--- config.mk ---
export PLATFORM = sky130hd
export DESIGN_NAME = rpm_window_monitor
export DESIGN_NICKNAME = d
export VERILOG_FILES = /design/src/rtl/rpm_pkg.sv /design/src/rtl/rpm_channel.sv /design/src/rtl/rpm_window_monitor.sv
export SDC_FILE = /design/constraint.sdc
export NUM_CORES = 1
export LEC_CHECK = 0
export BUFFER_PORTS_ARGS = -buffer_cell sky130_fd_sc_hd__buf_4
export CORE_MARGIN = 4
export CORE_UTILIZATION = 25
export DETAILED_ROUTE_END_ITERATION = 10
export SKIP_CTS_REPAIR_TIMING = 1
export SLEW_MARGIN = 20
export SYNTH_ARGS = -nofsm -noshare
export SYNTH_HDL_FRONTEND = slang
export SYNTH_HIERARCHICAL = 1
export SYNTH_SLANG_ARGS = --single-unit
--- constraint.sdc ---
create_clock -name clk -period 4.65 [get_ports clk]
set_clock_uncertainty 0.05 [all_clocks]
set_input_delay 0.465 -clock clk [delete_from_list [all_inputs] [get_ports clk]]
set_output_delay 0.465 -clock clk [all_outputs]
set_load 0.01 [all_outputs]
--- src/rtl/rpm_pkg.sv ---
// Shared types and helpers for the rpm_window_monitor tachometer.
package rpm_pkg;

  typedef enum logic {
    ST_IDLE  = 1'b0,
    ST_COUNT = 1'b1
  } win_state_e;

  localparam int DEF_N_CH          = 2;
  localparam int DEF_CNT_W         = 8;
  localparam int DEF_WINDOW_CYCLES = 100000;
  localparam int DEF_BUZZ_HALF     = 5000;
  localparam int DEF_DEGLITCH_CYC  = 4;

  // Working width of the saturating helper; callers cast in and out.
  localparam int SAT_W = 32;

  // Add one when inc is set, never passing max_v.
  function automatic logic [SAT_W-1:0] sat_inc(input logic [SAT_W-1:0] a,
                                               input logic             inc,
                                               input logic [SAT_W-1:0] max_v);
    if (inc && (a < max_v)) begin
      return a + SAT_W'(1);
    end
    return a;
  endfunction

endpackage

--- src/rtl/rpm_channel.sv ---
// One tachometer channel: synchroniser, optional level deglitch, rising-edge
// strobe, saturating window counter, published count and hysteresis alarm.
// With RPM_DEGLITCH_EN defined a level change is accepted only after
// DEGLITCH_CYC consecutive agreeing samples.
module rpm_channel
  import rpm_pkg::*;
#(
  parameter int CNT_W = DEF_CNT_W
`ifdef RPM_DEGLITCH_EN
  , parameter int DEGLITCH_CYC = DEF_DEGLITCH_CYC
`endif
) (
  input  logic             clk,
  input  logic             rst_n,
  input  logic             pulse_in,
  input  logic             run,
  input  logic             close,
  input  logic [CNT_W-1:0] thr_hi,
  input  logic [CNT_W-1:0] thr_lo,
  output logic [CNT_W-1:0] count_out,
  output logic             alarm,
  output logic             alarm_nxt
);

  localparam logic [CNT_W-1:0] CNT_MAX = '1;

  logic             sync1_q, sync1_d;
  logic             sync2_q, sync2_d;
  logic             lvl;
  logic             lvl_prev_q, lvl_prev_d;
  logic             edge_q, edge_d;
  logic [CNT_W-1:0] cnt_q, cnt_d;
  logic [CNT_W-1:0] count_q, count_d;
  logic [CNT_W-1:0] new_cnt;
  logic [CNT_W-1:0] eff_lo;
  logic             alarm_q, alarm_d;

  // Synchroniser and edge strobe next-state.
  always_comb begin
    sync1_d    = pulse_in;
    sync2_d    = sync1_q;
    lvl_prev_d = lvl;
    edge_d     = lvl & ~lvl_prev_q;
  end

`ifdef RPM_DEGLITCH_EN
  localparam int DG_W = $clog2(DEGLITCH_CYC);

  logic            filt_q, filt_d;
  logic [DG_W-1:0] stab_q, stab_d;

  // Count consecutive samples disagreeing with the filtered level; flip on the last one.
  always_comb begin
    filt_d = filt_q;
    stab_d = '0;
    if (sync2_q != filt_q) begin
      if (stab_q == DG_W'(DEGLITCH_CYC - 1)) begin
        filt_d = sync2_q;
      end else begin
        stab_d = stab_q + DG_W'(1);
      end
    end
  end

  // Deglitch state registers.
  always_ff @(posedge clk) begin
    if (!rst_n) begin
      filt_q <= 1'b0;
      stab_q <= '0;
    end else begin
      filt_q <= filt_d;
      stab_q <= stab_d;
    end
  end

  assign lvl = filt_q;
`else
  assign lvl = sync2_q;
`endif

  // Window counting, publish on close, hysteresis alarm against the new count.
  always_comb begin
    new_cnt = CNT_W'(sat_inc(SAT_W'(cnt_q), edge_q, SAT_W'(CNT_MAX)));
    eff_lo  = (thr_lo < thr_hi) ? thr_lo : thr_hi;
    cnt_d   = '0;
    count_d = count_q;
    alarm_d = alarm_q;
    if (run) begin
      if (close) begin
        count_d = new_cnt;
        if (new_cnt >= thr_hi) begin
          alarm_d = 1'b1;
        end else if (new_cnt < eff_lo) begin
          alarm_d = 1'b0;
        end
      end else begin
        cnt_d = new_cnt;
      end
    end
  end

  // Channel state registers.
  always_ff @(posedge clk) begin
    if (!rst_n) begin
      sync1_q    <= 1'b0;
      sync2_q    <= 1'b0;
      lvl_prev_q <= 1'b0;
      edge_q     <= 1'b0;
      cnt_q      <= '0;
      count_q    <= '0;
      alarm_q    <= 1'b0;
    end else begin
      sync1_q    <= sync1_d;
      sync2_q    <= sync2_d;
      lvl_prev_q <= lvl_prev_d;
      edge_q     <= edge_d;
      cnt_q      <= cnt_d;
      count_q    <= count_d;
      alarm_q    <= alarm_d;
    end
  end

  assign count_out = count_q;
  assign alarm     = alarm_q;
  assign alarm_nxt = alarm_d;

endmodule

--- src/rtl/rpm_window_monitor.sv ---
// Multi-channel gate-window tachometer with per-channel over-speed alarms,
// LED and buzzer. Optional input deglitch enabled by defining RPM_DEGLITCH_EN.
//
// state    | meaning
// ---------+--------------------------------------------------------------
// ST_IDLE  | not gating; window and channel counters held at zero
// ST_COUNT | gating; win_q runs 0..WINDOW_CYCLES-1, counts published at end
module rpm_window_monitor
  import rpm_pkg::*;
#(
  parameter int N_CH          = DEF_N_CH,
  parameter int CNT_W         = DEF_CNT_W,
  parameter int WINDOW_CYCLES = DEF_WINDOW_CYCLES,
  parameter int BUZZ_HALF     = DEF_BUZZ_HALF
`ifdef RPM_DEGLITCH_EN
  , parameter int DEGLITCH_CYC = DEF_DEGLITCH_CYC
`endif
) (
  input  logic                  clk,
  input  logic                  rst_n,
  input  logic                  en,
  input  logic [N_CH-1:0]       pulse_in,
  input  logic [CNT_W-1:0]      thr_hi,
  input  logic [CNT_W-1:0]      thr_lo,
  output logic [N_CH*CNT_W-1:0] count_out,
  output logic                  done,
  output logic                  tick,
  output logic [N_CH-1:0]       alarm,
  output logic                  led,
  output logic                  buzzer
);

  localparam int               WIN_W    = $clog2(WINDOW_CYCLES);
  localparam logic [WIN_W-1:0] WIN_LAST = WIN_W'(WINDOW_CYCLES - 1);
  localparam int               BZ_W     = (BUZZ_HALF > 1) ? $clog2(BUZZ_HALF) : 1;
  localparam logic [BZ_W-1:0]  BZ_LOAD  = BZ_W'(BUZZ_HALF - 1);

  win_state_e      state_q, state_d;
  logic [WIN_W-1:0] win_q, win_d;
  logic            done_q, done_d;
  logic            led_q, led_d;
  logic            buzz_q, buzz_d;
  logic [BZ_W-1:0] bz_cnt_q, bz_cnt_d;
  logic            run;
  logic            close;
  logic [N_CH-1:0] alarm_nxt;

  assign run   = (state_q == ST_COUNT) && en;
  assign close = run && (win_q == WIN_LAST);

  // Window FSM: advance the gate counter, wrap and flag done at the terminal cycle.
  always_comb begin
    state_d = state_q;
    win_d   = '0;
    done_d  = 1'b0;
    case (state_q)
      ST_IDLE: begin
        if (en) begin
          state_d = ST_COUNT;
        end
      end
      ST_COUNT: begin
        if (!en) begin
          state_d = ST_IDLE;
        end else if (close) begin
          done_d = 1'b1;
        end else begin
          win_d = win_q + WIN_W'(1);
        end
      end
      default: state_d = ST_IDLE;
    endcase
  end

  // LED follows the alarms it summarises; buzzer half-period is a reloading down-counter.
  always_comb begin
    led_d    = |alarm_nxt;
    buzz_d   = buzz_q;
    bz_cnt_d = bz_cnt_q;
    if (!led_d) begin
      buzz_d   = 1'b0;
      bz_cnt_d = '0;
    end else if (!led_q) begin
      buzz_d   = 1'b1;
      bz_cnt_d = BZ_LOAD;
    end else if (bz_cnt_q == '0) begin
      buzz_d   = ~buzz_q;
      bz_cnt_d = BZ_LOAD;
    end else begin
      bz_cnt_d = bz_cnt_q - BZ_W'(1);
    end
  end

  // Top-level state registers.
  always_ff @(posedge clk) begin
    if (!rst_n) begin
      state_q  <= ST_IDLE;
      win_q    <= '0;
      done_q   <= 1'b0;
      led_q    <= 1'b0;
      buzz_q   <= 1'b0;
      bz_cnt_q <= '0;
    end else begin
      state_q  <= state_d;
      win_q    <= win_d;
      done_q   <= done_d;
      led_q    <= led_d;
      buzz_q   <= buzz_d;
      bz_cnt_q <= bz_cnt_d;
    end
  end

  for (genvar k = 0; k < N_CH; k++) begin : g_ch
    rpm_channel #(
      .CNT_W(CNT_W)
`ifdef RPM_DEGLITCH_EN
      , .DEGLITCH_CYC(DEGLITCH_CYC)
`endif
    ) u_ch (
      .clk       (clk),
      .rst_n     (rst_n),
      .pulse_in  (pulse_in[k]),
      .run       (run),
      .close     (close),
      .thr_hi    (thr_hi),
      .thr_lo    (thr_lo),
      .count_out (count_out[k*CNT_W +: CNT_W]),
      .alarm     (alarm[k]),
      .alarm_nxt (alarm_nxt[k])
    );
  end

  assign tick   = (state_q == ST_COUNT) && (win_q == '0);
  assign done   = done_q;
  assign led    = led_q;
  assign buzzer = buzz_q;

endmodule

==> impl_results.html <==
<table>
<tr><th>Metric</th><th>Value</th></tr>
<tr><th colspan="2">Floorplan</th></tr>
<tr><td>Top-Level Pins</td><td>43</td></tr>
<tr><td>Number of rows in the core area</td><td>about 50</td></tr>
<tr><td>Die extent in y</td><td>143.4 um</td></tr>
<tr><td>Core area</td><td>18,020 um^2</td></tr>
<tr><td>Chip Width</td><td>between 100 and 150 um</td></tr>
<tr><td>Initial core utilization</td><td>0.2543</td></tr>
<tr><td>Die Area</td><td>approximately 20,000 um^2</td></tr>
<tr><th colspan="2">Critical path</th></tr>
<tr><td>Worst R2R End</td><td>bz_cnt_q[11]</td></tr>
<tr><td>Nature of the critical path startpoint</td><td>flip-flop</td></tr>
<tr><td>WP data required</td><td>around 4800 ps</td></tr>
<tr><td>Depth of the most critical reg-to-reg path</td><td>13</td></tr>
<tr><td>Arrival time at the worst endpoint</td><td>~4000 ps</td></tr>
<tr><td>Category of the critical setup timing path</td><td>flip-flop to flip-flop</td></tr>
<tr><td>Highest net fanout along the worst path</td><td>15</td></tr>
<tr><td>Critical path's slowest cell</td><td>sky130_fd_sc_hd__or3_1</td></tr>
<tr><td>Critical Path Sink Type</td><td>flip-flop</td></tr>
<tr><td>Worst setup startpoint</td><td>win_q[0]</td></tr>
<tr><td>Delay contributed by the slowest stage of the critical path</td><td>roughly 450 ps</td></tr>
<tr><td>End point of the critical path</td><td>bz_cnt_q[11]</td></tr>
<tr><td>Reg2Reg Launch Point</td><td>win_q[0]</td></tr>
<tr><td>Setup slack of the worst register-to-register path</td><td>between 800 and 900 ps</td></tr>
<tr><td>Critical-path cell list</td><td>ha_1, and4_1, nand2_4, or3_1, nor2_1, and2_1, o2111ai_1, a2111oi_2, a41o_1, nand2_1, o21ai_1, buf_4, nor3_1</td></tr>
<tr><th colspan="2">Pwr</th></tr>
<tr><td>NetSw</td><td>around 0.00035 W</td></tr>
<tr><td>Switching share of power</td><td>0.2388</td></tr>
<tr><td>Portion of total power attributed to sequential cells</td><td>0.441</td></tr>
<tr><td>P_int</td><td>approximately 0.0011 W</td></tr>
<tr><td>Worst vdd ir</td><td>roughly 0.16 mV</td></tr>
<tr><td>Logic pwr share</td><td>0.087</td></tr>
<tr><td>Total power per unit cell area</td><td>274.3 nW/um^2</td></tr>
<tr><td>Static Leak</td><td>2.435 nW</td></tr>
<tr><td>Clock network fraction of design power</td><td>0.472</td></tr>
<tr><th colspan="2">Outcome</th></tr>
<tr><td>Outcome</td><td>complete, no violations</td></tr>
<tr><th colspan="2">Synth</th></tr>
<tr><td>Synth Area per Inst</td><td>slightly above 9 um^2</td></tr>
<tr><td>Synth Instances</td><td>495</td></tr>
<tr><td>Top post-synthesis cells by count</td><td>sky130_fd_sc_hd__dfxtp_1 (76), sky130_fd_sc_hd__ha_1 (50), sky130_fd_sc_hd__inv_1 (40)</td></tr>
<tr><td>Number of register bits inferred by synthesis</td><td>76</td></tr>
<tr><td>Top cells by area, synth</td><td>sky130_fd_sc_hd__dfxtp_1 (33%), sky130_fd_sc_hd__ha_1 (14%), sky130_fd_sc_hd__mux2i_1 (3.9%), sky130_fd_sc_hd__xor2_1 (3.4%), sky130_fd_sc_hd__inv_1 (3.3%)</td></tr>
<tr><td>Number of warnings printed during yosys synthesis</td><td>6</td></tr>
<tr><td>Proportion of synthesized chip area in sequential cells</td><td>0.3320</td></tr>
<tr><td>Dominant cell type by area after synthesis</td><td>sky130_fd_sc_hd__dfxtp_1</td></tr>
<tr><td>Net count of the mapped netlist</td><td>between 500 and 600</td></tr>
<tr><td>Most common cell in the synthesized netlist</td><td>sky130_fd_sc_hd__dfxtp_1</td></tr>
<tr><td>Share of flip-flops with an asynchronous set or reset</td><td>0</td></tr>
<tr><td>Post-synthesis instance area</td><td>4583 um^2</td></tr>
<tr><td>Proportion of netlist area held by the largest area contributor</td><td>0.3320</td></tr>
<tr><td>Number of enable-type register cells in the synthesized netlist</td><td>0</td></tr>
<tr><td>Primary FF master, synth</td><td>sky130_fd_sc_hd__dfxtp_1</td></tr>
<tr><td>Distinct cells, synth</td><td>64</td></tr>
<tr><th colspan="2">Timing</th></tr>
<tr><td>Summed negative setup slack over all endpoints</td><td>0 ps</td></tr>
<tr><td>Slew HR</td><td>0.3927</td></tr>
<tr><td>Count of endpoints failing hold in the final timing report</td><td>0</td></tr>
<tr><td>Post-route minimum period</td><td>3835 ps</td></tr>
<tr><td>Final setup violating endpoints</td><td>0</td></tr>
<tr><td>Highest attainable clock frequency</td><td>roughly 260 MHz</td></tr>
<tr><td>Crit share post-route</td><td>0.8247</td></tr>
<tr><td>Count of pins over their slew limit</td><td>0</td></tr>
<tr><td>Setup repair after global routing missed its margin</td><td>no</td></tr>
<tr><td>Measured slew at the worst slew-check pin</td><td>between 900 and 1000 ps</td></tr>
<tr><th colspan="2">Placement</th></tr>
<tr><td>Placed wire-length estimate after detailed placement</td><td>roughly 8000 um</td></tr>
<tr><td>Count of buffers from port buffering</td><td>42</td></tr>
<tr><td>Placed cell count</td><td>between 700 and 800</td></tr>
<tr><td>Gp weighted congestion</td><td>between 0.8 and 0.9</td></tr>
<tr><th colspan="2">Route</th></tr>
<tr><td>Uppermost routed layer</td><td>met4</td></tr>
<tr><td>Number of antenna-violating nets in the routed design</td><td>0</td></tr>
<tr><td>DRC marker count from the first detailed-route iteration</td><td>205</td></tr>
<tr><td>Routed met3 length</td><td>~380 um</td></tr>
<tr><td>DR pass1 iterations</td><td>4</td></tr>
<tr><td>Routed vias</td><td>roughly 3.6k</td></tr>
<tr><td>Wirelength per Cell</td><td>around 14 um</td></tr>
<tr><td>Number of DRC violations after detailed routing</td><td>0</td></tr>
<tr><td>Total routed wirelength</td><td>between 10,000 and 15,000 um</td></tr>
<tr><td>Per-cell via count in the routed design</td><td>4.696</td></tr>
<tr><td>Met2 wire len</td><td>around 4600 um</td></tr>
<tr><td>Wire length on met1</td><td>5372 um</td></tr>
<tr><th colspan="2">Clock network</th></tr>
<tr><td>Clock Latency Late Sink</td><td>approximately 330 ps</td></tr>
<tr><td>CTS Root Buffer Type</td><td>sky130_fd_sc_hd__clkbuf_16</td></tr>
<tr><td>TritonCTS clock tree</td><td>built</td></tr>
<tr><td>Total clock buffers created by CTS</td><td>9</td></tr>
<tr><td>Clk sinks</td><td>76</td></tr>
<tr><td>CTS H-tree lvls</td><td>3</td></tr>
<tr><td>Clk slew on worst S/H paths</td><td>60 ps</td></tr>
<tr><td>Worst-case clock buffer depth</td><td>2</td></tr>
<tr><th colspan="2">GRT</th></tr>
<tr><td>GRT Total Usage</td><td>0.1061</td></tr>
<tr><td>Largest net degree at the start of global routing</td><td>30</td></tr>
<tr><td>Global-route wire length before repair</td><td>roughly 18,000 um</td></tr>
<tr><td>Vias in the first global route</td><td>approximately 3.5k</td></tr>
<tr><td>Congestion Overflow GR</td><td>0</td></tr>
<tr><td>Number of antenna violations at the first check in global routing</td><td>0</td></tr>
<tr><th colspan="2">Finish</th></tr>
<tr><td>Number of filler instances in the final layout</td><td>about 1.9k</td></tr>
<tr><td>Synthesis-to-finish area growth</td><td>18.26%</td></tr>
<tr><td>Final non-filler cell total</td><td>slightly below 800</td></tr>
<tr><td>Utilization after layout</td><td>0.3007</td></tr>
<tr><td>Ant. Diodes</td><td>0</td></tr>
<tr><td>Final Net Count</td><td>610</td></tr>
<tr><td>Share of layout cells above drive strength 1</td><td>0.1801</td></tr>
<tr><th colspan="2">Flow run</th></tr>
<tr><td>Number of max-cap violations</td><td>0</td></tr>
<tr><th colspan="2">Min path</th></tr>
<tr><td>Hold Crit Class</td><td>input pin to flip-flop</td></tr>
</table>
==> power by group through the flow <==
stage | registers (W) | logic (W) | clock network (W)
2_1_floorplan | 0.000670 | 0.0000841 | 0
4_1_cts | 0.000656 | 0.000128 | 0.000720
3_5_place_dp | 0.000671 | 0.000128 | 0
6_report | 0.000656 | 0.000129 | 0.000701
5_1_grt | 0.000656 | 0.000144 | 0.000746
3_3_place_gp | 0.000671 | 0.000126 | 0
==> per-stage QoR <==
stage | power (W) | setup slack [ps] | hold slack (ps) | area, um^2
after floorplan | 0.0007545 | 944.8 | 317.4 | 4583
after global placement | 0.0007972 | 770.2 | 321.4 | 5120
after detailed placement | 0.0007991 | 760.9 | 326.0 | 5120
after CTS | 0.001504 | 807.3 | 277.6 | 5420
after global routing | 0.001546 | 427.0 | 288.2 | 5420
final | 0.001487 | 815.2 | 288.8 | 5420
==> layout make-up <==
type,instances,area (um^2),area share
inverter,40,150.1,0.02770
timing repair buffer,43,322.8,0.05956
tap,229,286.5,0.05286
sequential,76,1521,0.2807
multi-input combinational,369,2839,0.5238
clock buffer,10,229.0,0.04224
clock inverter,6,71.32,0.01316
==> sequential cells by signal (all words and copies together), names as in the netlist, 2 cells and up <==
signal                cells
g_ch.u_ch/count_out      16
g_ch.u_ch/edge_q          2
g_ch.u_ch/lvl             2
g_ch.u_ch/lvl_prev_q      2
bz_cnt_q                 13
g_ch.u_ch/cnt_q          16
win_q                    17
g_ch.u_ch/sync1_q         2
g_ch.u_ch/alarm           2
==> worst min-delay path by stage <==
stage                                 start                   end  cells past startpoint
CTS                             pulse_in[1]  g_ch[1].u_ch/sync1_q                      2
global route                    pulse_in[1]  g_ch[1].u_ch/sync1_q                      2
finish                          pulse_in[1]  g_ch[1].u_ch/sync1_q                      2
detailed placement  g_ch[1].u_ch/lvl_prev_q   g_ch[1].u_ch/edge_q                      1
floorplan           g_ch[0].u_ch/lvl_prev_q   g_ch[0].u_ch/edge_q                      1
global placement    g_ch[0].u_ch/lvl_prev_q   g_ch[0].u_ch/edge_q                      1
==> cell families (layout without fill, tap and decap cells) <==
group                      count (synthesis)  after routing  synth area share
DFF                                       76             76            0.3320
buffers and inverters                     50             99           0.04859
adders and majority gates                 50             50            0.1365
xor gates and xnor gates                  29             29           0.05870
AOI/OAI and AO/OA                         95             95            0.1573
and+or+nand+nor                          173            173            0.2179
muxes                                     22             22           0.04914
==> per-layer routing <==
layer	up-vias	global-route usage
li1	1876	-
met1	1692	0.1452
met2	49	0.1639
met3	13	0.02429
met4	0	0.03766
met5	-	0
==> worst max-delay path: cells and delay by family, from the launching register on <==
family	cells	cell delay, ps
fa+ha+maj	1	240
simple gates	7	1840
compound gates	4	930
buf+inv	1	220
flops	1	410
==> layout by cell type, fill, tap and decap left out, types with 3 or more instances in the layout <==
cell type and count:
sky130_fd_sc_hd__a21boi_0 6, sky130_fd_sc_hd__a21oi_1 18, sky130_fd_sc_hd__a31oi_1 3, sky130_fd_sc_hd__and2_1 15, sky130_fd_sc_hd__and4_1 8, sky130_fd_sc_hd__buf_4 43, sky130_fd_sc_hd__clkbuf_16 9, sky130_fd_sc_hd__dfxtp_1 76
sky130_fd_sc_hd__ha_1 50, sky130_fd_sc_hd__inv_1 40, sky130_fd_sc_hd__mux2_2 4, sky130_fd_sc_hd__mux2i_1 18, sky130_fd_sc_hd__nand2_1 38, sky130_fd_sc_hd__nand3_1 11, sky130_fd_sc_hd__nand3_2 4, sky130_fd_sc_hd__nand4_1 14
sky130_fd_sc_hd__nor2_1 28, sky130_fd_sc_hd__nor2_2 10, sky130_fd_sc_hd__nor2b_1 5, sky130_fd_sc_hd__nor3_1 13, sky130_fd_sc_hd__nor4_1 4, sky130_fd_sc_hd__o2111ai_1 6, sky130_fd_sc_hd__o211a_1 4, sky130_fd_sc_hd__o211ai_1 6
sky130_fd_sc_hd__o21a_1 4, sky130_fd_sc_hd__o21ai_0 16, sky130_fd_sc_hd__o31ai_1 5, sky130_fd_sc_hd__or3_1 3, sky130_fd_sc_hd__or4_1 3, sky130_fd_sc_hd__xnor2_1 9, sky130_fd_sc_hd__xor2_1 18
(Power assumes the default switching activity.)
